File: src/rtl/uart_pkg.sv
// Shared UART definitions: receive FSM states, baud tick sizing and frame bit order.
package uart_pkg;

   typedef enum logic [2:0] {
      IDLE,
      START,
      DATA,
      PARITY,
      STOP,
      DONE,
      BREAK
   } uart_state_e;

   // Data bits travel most significant bit first on the line.
   localparam bit MSB_FIRST = 1'b1;

   function automatic int unsigned calc_tick_limit(input int unsigned clock_freq,
                                                   input int unsigned baud_rate,
                                                   input int unsigned oversample);
      int unsigned limit;
      limit = clock_freq / (baud_rate * oversample);
      return (limit < 1) ? 1 : limit;
   endfunction

endpackage

File: src/rtl/uart_receiver_if.sv
// Receive-side UART bundle: serial line in, recovered word and status pulses out.
interface uart_receiver_if #(
   parameter int unsigned WORD_SIZE = 8
);
   logic                 rx;
   logic [WORD_SIZE-1:0] data;
   logic                 rx_recv_i;
   logic                 frame_err;
   logic                 parity_err;

   modport master (input rx, output data, rx_recv_i, frame_err, parity_err);
   modport slave  (output rx, input data, rx_recv_i, frame_err, parity_err);
endinterface

File: src/rtl/uart_baud_tick.sv
// Oversampling tick generator: one-cycle tick every TICK_LIMIT clocks, held at phase 0 by clear_i.
module uart_baud_tick #(
   parameter int unsigned TICK_LIMIT = 1
) (
   input  logic clk,
   input  logic rst,
   input  logic clear_i,
   output logic tick_o
);
   localparam int CNT_W = (TICK_LIMIT > 1) ? $clog2(TICK_LIMIT) : 1;
   localparam logic [CNT_W-1:0] LAST = CNT_W'(TICK_LIMIT - 1);

   logic [CNT_W-1:0] cnt_q, cnt_d;

   assign tick_o = !clear_i && (cnt_q == LAST);

   always_comb begin
      cnt_d = cnt_q;
      if (clear_i || tick_o) begin
         cnt_d = '0;
      end else begin
         cnt_d = cnt_q + 1'b1;
      end
   end

   // NOTE: registers take <= so every flop samples the pre-edge values of its inputs.
   always_ff @(posedge clk) begin
      if (!rst) begin
         cnt_q <= '0;
      end else begin
         cnt_q <= cnt_d;
      end
   end
endmodule

File: src/rtl/uart_receiver.sv
// UART receive path: start, WORD_SIZE data bits MSB first, stop, sampled mid-bit.
// Define UART_RX_PARITY_EN to expect an even-parity bit before the stop bit.
module uart_receiver
   import uart_pkg::*;
#(
   parameter int unsigned CLOCK_FREQ = 16_000_000,
   parameter int unsigned BAUD_RATE  = 1_000_000,
   parameter int unsigned WORD_SIZE  = 8,
   parameter int unsigned OVERSAMPLE = 16
) (
   input  logic           clk,
   input  logic           rst,
   uart_receiver_if.master bus
);
   localparam int unsigned TICK_LIMIT = calc_tick_limit(CLOCK_FREQ, BAUD_RATE, OVERSAMPLE);
   localparam int CNT_W = $clog2(OVERSAMPLE);
   localparam int BIT_W = (WORD_SIZE > 1) ? $clog2(WORD_SIZE) : 1;
   localparam logic [CNT_W-1:0] HALF_LAST = CNT_W'(OVERSAMPLE / 2 - 1);
   localparam logic [CNT_W-1:0] FULL_LAST = CNT_W'(OVERSAMPLE - 1);
   localparam logic [BIT_W-1:0] BIT_LAST  = BIT_W'(WORD_SIZE - 1);

   logic                 rx_meta_q, rx_s_q;
   uart_state_e          state_q, state_d;
   logic [CNT_W-1:0]     cnt_q, cnt_d;
   logic [BIT_W-1:0]     bit_q, bit_d;
   logic [WORD_SIZE-1:0] shift_q, shift_d;
   logic [WORD_SIZE-1:0] data_q, data_d;
   logic                 recv_q, recv_d;
   logic                 ferr_q, ferr_d;
`ifdef UART_RX_PARITY_EN
   logic                 par_mis_q, par_mis_d;
   logic                 perr_q, perr_d;
`endif
   logic                 tick;
   logic                 tick_clear;
   logic                 sample;

   // Holding the tick phase at zero in IDLE aligns sampling to the detected start edge.
   assign tick_clear = (state_q == IDLE);

   uart_baud_tick #(.TICK_LIMIT(TICK_LIMIT)) u_baud_tick (
      .clk     (clk),
      .rst     (rst),
      .clear_i (tick_clear),
      .tick_o  (tick)
   );

   assign sample = tick && (cnt_q == ((state_q == START) ? HALF_LAST : FULL_LAST));

   // NOTE: every always_comb output gets a default first so no path can infer a latch.
   always_comb begin
      state_d = state_q;
      cnt_d   = cnt_q;
      bit_d   = bit_q;
      shift_d = shift_q;
      data_d  = data_q;
      recv_d  = 1'b0;
      ferr_d  = 1'b0;
`ifdef UART_RX_PARITY_EN
      par_mis_d = par_mis_q;
      perr_d    = 1'b0;
`endif
      if (state_q == IDLE) begin
         cnt_d = '0;
      end else if (tick) begin
         cnt_d = sample ? '0 : cnt_q + 1'b1;
      end

      case (state_q)
         IDLE: if (!rx_s_q) state_d = START;
         START: begin
            if (sample) begin
               state_d = rx_s_q ? IDLE : DATA;
               bit_d   = '0;
            end
         end
         DATA: begin
            if (sample) begin
               shift_d = MSB_FIRST ? {shift_q[WORD_SIZE-2:0], rx_s_q}
                                   : {rx_s_q, shift_q[WORD_SIZE-1:1]};
               bit_d   = bit_q + 1'b1;
               if (bit_q == BIT_LAST) begin
`ifdef UART_RX_PARITY_EN
                  state_d = PARITY;
`else
                  state_d = STOP;
`endif
               end
            end
         end
`ifdef UART_RX_PARITY_EN
         PARITY: begin
            if (sample) begin
               par_mis_d = rx_s_q ^ (^shift_q);
               state_d   = STOP;
            end
         end
`endif
         STOP: begin
            if (sample) begin
               if (rx_s_q) begin
                  state_d = DONE;
               end else begin
                  ferr_d  = 1'b1;
                  state_d = BREAK;
               end
            end
         end
         DONE: begin
`ifdef UART_RX_PARITY_EN
            if (par_mis_q) begin
               perr_d = 1'b1;
            end else begin
               data_d = shift_q;
               recv_d = 1'b1;
            end
`else
            data_d = shift_q;
            recv_d = 1'b1;
`endif
            state_d = IDLE;
         end
         BREAK: if (rx_s_q) state_d = IDLE;
         default: state_d = IDLE;
      endcase
   end

   always_ff @(posedge clk) begin
      if (!rst) begin
         rx_meta_q <= 1'b1;
         rx_s_q    <= 1'b1;
         state_q   <= IDLE;
         cnt_q     <= '0;
         bit_q     <= '0;
         shift_q   <= '0;
         data_q    <= '0;
         recv_q    <= 1'b0;
         ferr_q    <= 1'b0;
`ifdef UART_RX_PARITY_EN
         par_mis_q <= 1'b0;
         perr_q    <= 1'b0;
`endif
      end else begin
         rx_meta_q <= bus.rx;
         rx_s_q    <= rx_meta_q;
         state_q   <= state_d;
         cnt_q     <= cnt_d;
         bit_q     <= bit_d;
         shift_q   <= shift_d;
         data_q    <= data_d;
         recv_q    <= recv_d;
         ferr_q    <= ferr_d;
`ifdef UART_RX_PARITY_EN
         par_mis_q <= par_mis_d;
         perr_q    <= perr_d;
`endif
      end
   end

   assign bus.data      = data_q;
   assign bus.rx_recv_i = recv_q;
   assign bus.frame_err = ferr_q;
`ifdef UART_RX_PARITY_EN
   assign bus.parity_err = perr_q;
`else
   assign bus.parity_err = 1'b0;
`endif
endmodule
File: src/flat_wrapper.sv
// flat-port wrapper written by rule: the top's interface ports become plain ports
module uart_receiver_flat import uart_pkg::*;
#(
   parameter int unsigned CLOCK_FREQ = 16_000_000,
   parameter int unsigned BAUD_RATE  = 1_000_000,
   parameter int unsigned WORD_SIZE  = 8,
   parameter int unsigned OVERSAMPLE = 16
)
  (clk, rst, bus_rx, bus_data, bus_rx_recv_i, bus_frame_err, bus_parity_err);
  uart_receiver_if #(.WORD_SIZE(WORD_SIZE)) bus_i ();
  input  logic clk;
  input  logic rst;
  input wire logic [$bits(bus_i.rx)-1:0] bus_rx;
  output wire logic [$bits(bus_i.data)-1:0] bus_data;
  output wire logic [$bits(bus_i.rx_recv_i)-1:0] bus_rx_recv_i;
  output wire logic [$bits(bus_i.frame_err)-1:0] bus_frame_err;
  output wire logic [$bits(bus_i.parity_err)-1:0] bus_parity_err;
  assign bus_i.rx = bus_rx;
  assign bus_data = bus_i.data;
  assign bus_rx_recv_i = bus_i.rx_recv_i;
  assign bus_frame_err = bus_i.frame_err;
  assign bus_parity_err = bus_i.parity_err;
  uart_receiver #(.CLOCK_FREQ(CLOCK_FREQ), .BAUD_RATE(BAUD_RATE), .WORD_SIZE(WORD_SIZE), .OVERSAMPLE(OVERSAMPLE)) u_core (.clk(clk), .rst(rst), .bus(bus_i));
endmodule
File: config.mk
export PLATFORM = sky130hd
export DESIGN_NAME = uart_receiver_flat
export DESIGN_NICKNAME = d
export VERILOG_FILES = /design/src/rtl/uart_pkg.sv /design/src/rtl/uart_receiver_if.sv /design/src/rtl/uart_baud_tick.sv /design/src/rtl/uart_receiver.sv /design/src/flat_wrapper.sv
export SDC_FILE = /design/constraint.sdc
export NUM_CORES = 1
export LEC_CHECK = 0
export ABC_CLOCK_PERIOD_IN_PS = 3660
export CORE_MARGIN = 2
export CORE_UTILIZATION = 55
export DETAILED_ROUTE_END_ITERATION = 6
export GPL_ROUTABILITY_DRIVEN = 0
export PLACE_DENSITY_LB_ADDON = 0.2
export SYNTH_ARGS = -nofsm -noshare
export SYNTH_HDL_FRONTEND = slang
export SYNTH_HIERARCHICAL = 1
export SYNTH_SLANG_ARGS = --single-unit
File: constraint.sdc
create_clock -name clk -period 3.66 [get_ports clk]
set_input_delay 0.915 -clock clk [delete_from_list [all_inputs] [get_ports clk]]
set_output_delay 0.915 -clock clk [all_outputs]
set_load 0.01 [all_outputs]
==> metrics.md <==
| Metric | Value |
|---|---|
| Tmin final | 2310 ps |
| GR Util All Layers | 0.192 |
| Synth Register Bits | 31 |
| Mapped Area | 1330 µm² |
| Clock sinks | 31 |
| CP arrival | 2500 ps |
| Num CTS Buffers | 5 |
| Die width | 53.2 µm |
| CTS root buffer | clkbuf_4 |
| Die Area | 2830 µm² |
| Count of port buffers added during placement | 12 |
| CORE AREA | 2250 µm² |
| N_diodes | 0 |
| Max H-tree Level | 2 |
| Hold_buf cts | 0 |
| Share of the synthesized area in the top cell type | 0.466 |
| RSZ-0062 raised after global routing | no |
| Critical Path RT | 3850 ps |
| Std cell rows | 17 |
| Final setup fails | 0 |
| Chip height | 53.2 µm |
| Worst setup EP type | register |
| Layout cells sized above 1 | 0.0816 |
| Drt pass-1 iters | 4 |
| Post-Synthesis Cells | 135 |
| Flop-to-flop setup slack | 1350 ps |
| Maximum vdd drop | 0.000301 V |
| Placed cells | 167 |
| PwrDens | 419 nW/µm² |
| Post-CTS Resized | 0 |
| Total number of vias | 948 |
| Slew Limit Fails | 0 |
| Max Cap Viol | 0 |
| Leakage | 0.644 nW |
| Power consumption | 634 µW |
| Register area share after synthesis | 0.466 |
| Setup TNS | 0 ps |
| First-pass GRT wire length | 3880 µm |
| Starting DRC count in detailed routing | 23 |
| Post-synth cell types | 33 |
| Clk_lat worst skew | 320 ps |
| Number of I/O pins | 14 |
| Syn nets | 141 |
| Total grt overflow | 0 |
| Largest net degree at the start of global routing | 22 |
| Clock slew at reported path FFs | 100 ps |
| Drt total wl | 2220 µm |
| Top post-synthesis cells by area | dfxtp_1 (47%), mux2i_1 (17%), nor2_1 (7.6%) |
| Post-synth EDFFs | 0 |
| Worst setup SP type | register |
| # nets final | 152 |
| Skew final | 5.36 ps |
| Starting Density | 0.591 |
| Synthesis-to-layout area growth | 13.6% |
| Residual DRC | 0 |
| Yosys top cell by area | dfxtp_1 |
| CTS Buffer Depth | 2 |
| Initial antenna violation count | 0 |
| Status | finished, final reports clean |
| Slew headroom | 0.612 |
| Via/cell ratio | 5.42 |
| CP Max Fanout | 15 |
| Routed wire per std cell | 12.7 µm |
| Dominant synthesized flop cell | dfxtp_1 |
| Hold Fails Final Rpt | 0 |
| Final period utilization | 0.631 |
| Tightest Pin Transition | 580 ps |
| Max Clock Freq | 433 MHz |
| Non-Filler Instances | 175 |
| ANT nets after route | 0 |
| Ys Warns | 6 |
| Share of flip-flops with an asynchronous set or reset | 0 |
| Vias in the first global route | 886 |
| Mapped Avg Cell Area | 9.87 µm² |
| Worst min path class | register to register |
| Crit Path Category | register to register |
| TritonCTS clock tree | built |
| Postcts setup bufs | 0 |
## per-stage QoR
| step | hold WS, ps | area, µm² | setup slack [ps] | util |
|---|---|---|---|---|
| final | 416 | 1510 | 1350 | 0.671 |
| after global routing | 450 | 1510 | 1120 | 0.671 |
| after CTS | 422 | 1510 | 1370 | 0.671 |
| after detailed placement | 398 | 1430 | 1030 | 0.635 |
| after global placement | 390 | 1430 | 1080 | 0.635 |
| after floorplan | 386 | 1330 | 1950 | - |
## cell families after synthesis
logic type / after synthesis / share of synthesized area
buffers and inverters: 10 / 0.0498
DFF: 31 / 0.466
AOI/OAI and AO/OA: 10 / 0.0526
other: 2 / 0.00564
adders and majority gates: 3 / 0.0282
and+or+nand+nor: 54 / 0.213
muxes: 22 / 0.165
xor gates and xnor gates: 3 / 0.0197
## critical path: stages, from the launching register on
cell and delay [ps]:
dfxtp_1 680, nor3_1 110, nor2_1 420, nand3_1 240
nor3_2 200, buf_4 230, mux2i_1 240, nor2_1 60
## Yosys cell counts, types with 2 or more instances
master and instances:
a22oi_1 3, ha_1 3, conb_1 2, nand4_1 2
buf_2 2, dfxtp_1 31, nand3_1 3, nor3_1 3
mux2i_1 22, nand2_1 4, clkbuf_1 2, nor2_1 27
o21ai_0 2, xor2_1 2, buf_4 3, buf_6 2
a21oi_1 2, nand2b_1 5
## metal layers
metal,track usage,routed length (µm),vias up
met5,0,0,-
met4,0.0769,16,0
met3,0.0819,102,2
met2,0.302,1060,25
met1,0.228,1040,442
li1,-,-,479
## flip-flops by register name, indices dropped and copies added (netlist names)
name / count
u_core/rx_meta_q: 1
u_core/shift_q: 8
u_core/bit_q: 3
u_core/state_q: 3
u_core/bus.data: 8
u_core/u_baud_tick/cnt_q: 1
u_core/bus.frame_err: 1
u_core/rx_s_q: 1
u_core/cnt_q: 4
u_core/bus.rx_recv_i: 1
## layout by cell type (no fill, tap or decap), types with 2 or more instances in the layout
| cell type | n |
|---|---|
| a21oi_1 | 2 |
| a22oi_1 | 3 |
| clkbuf_4 | 5 |
| clkdlybuf4s50_1 | 12 |
| conb_1 | 2 |
| dfxtp_1 | 31 |
| ha_1 | 3 |
| mux2i_1 | 22 |
| nand2_1 | 4 |
| nand2b_1 | 5 |
| nand3_1 | 3 |
| nand4_1 | 2 |
| nor2_1 | 27 |
| nor3_1 | 3 |
| o21ai_0 | 2 |
| xor2_1 | 2 |
## path summary, 6_finish.rpt
path | startpoint | endpoint | cells past startpoint
hold reg to reg | u_core/rx_meta_q$_SDFF_PN1_ | u_core/rx_s_q$_SDFF_PN1_ | 1
setup / recovery | u_core/state_q[1]$_SDFFE_PN0P_ | u_core/shift_q[2]$_SDFFE_PN0P_ | 7
setup reg to reg | u_core/state_q[1]$_SDFFE_PN0P_ | u_core/shift_q[2]$_SDFFE_PN0P_ | 7
hold / removal | u_core/rx_meta_q$_SDFF_PN1_ | u_core/rx_s_q$_SDFF_PN1_ | 1
## where the power goes
part           total, mW  leakage (nW)  internal [mW]  switching (mW)
Combinational     0.0252         0.348         0.0123          0.0128
Sequential         0.348         0.251          0.340         0.00706
Clock              0.261        0.0452          0.144           0.118
Total              0.634         0.644          0.497           0.137
## area by class of cell
type,instances,area [µm²]
Inverter,1,3.75
Tap cell,28,35.0
Multi-Input combinational cell,94,646
Clock buffer,5,37.5
Sequential cell,31,621
Fill cell,192,741
Clock inverter,3,43.8
Timing Repair Buffer,13,128
Note: power is estimated with default switching activity, not from simulation.
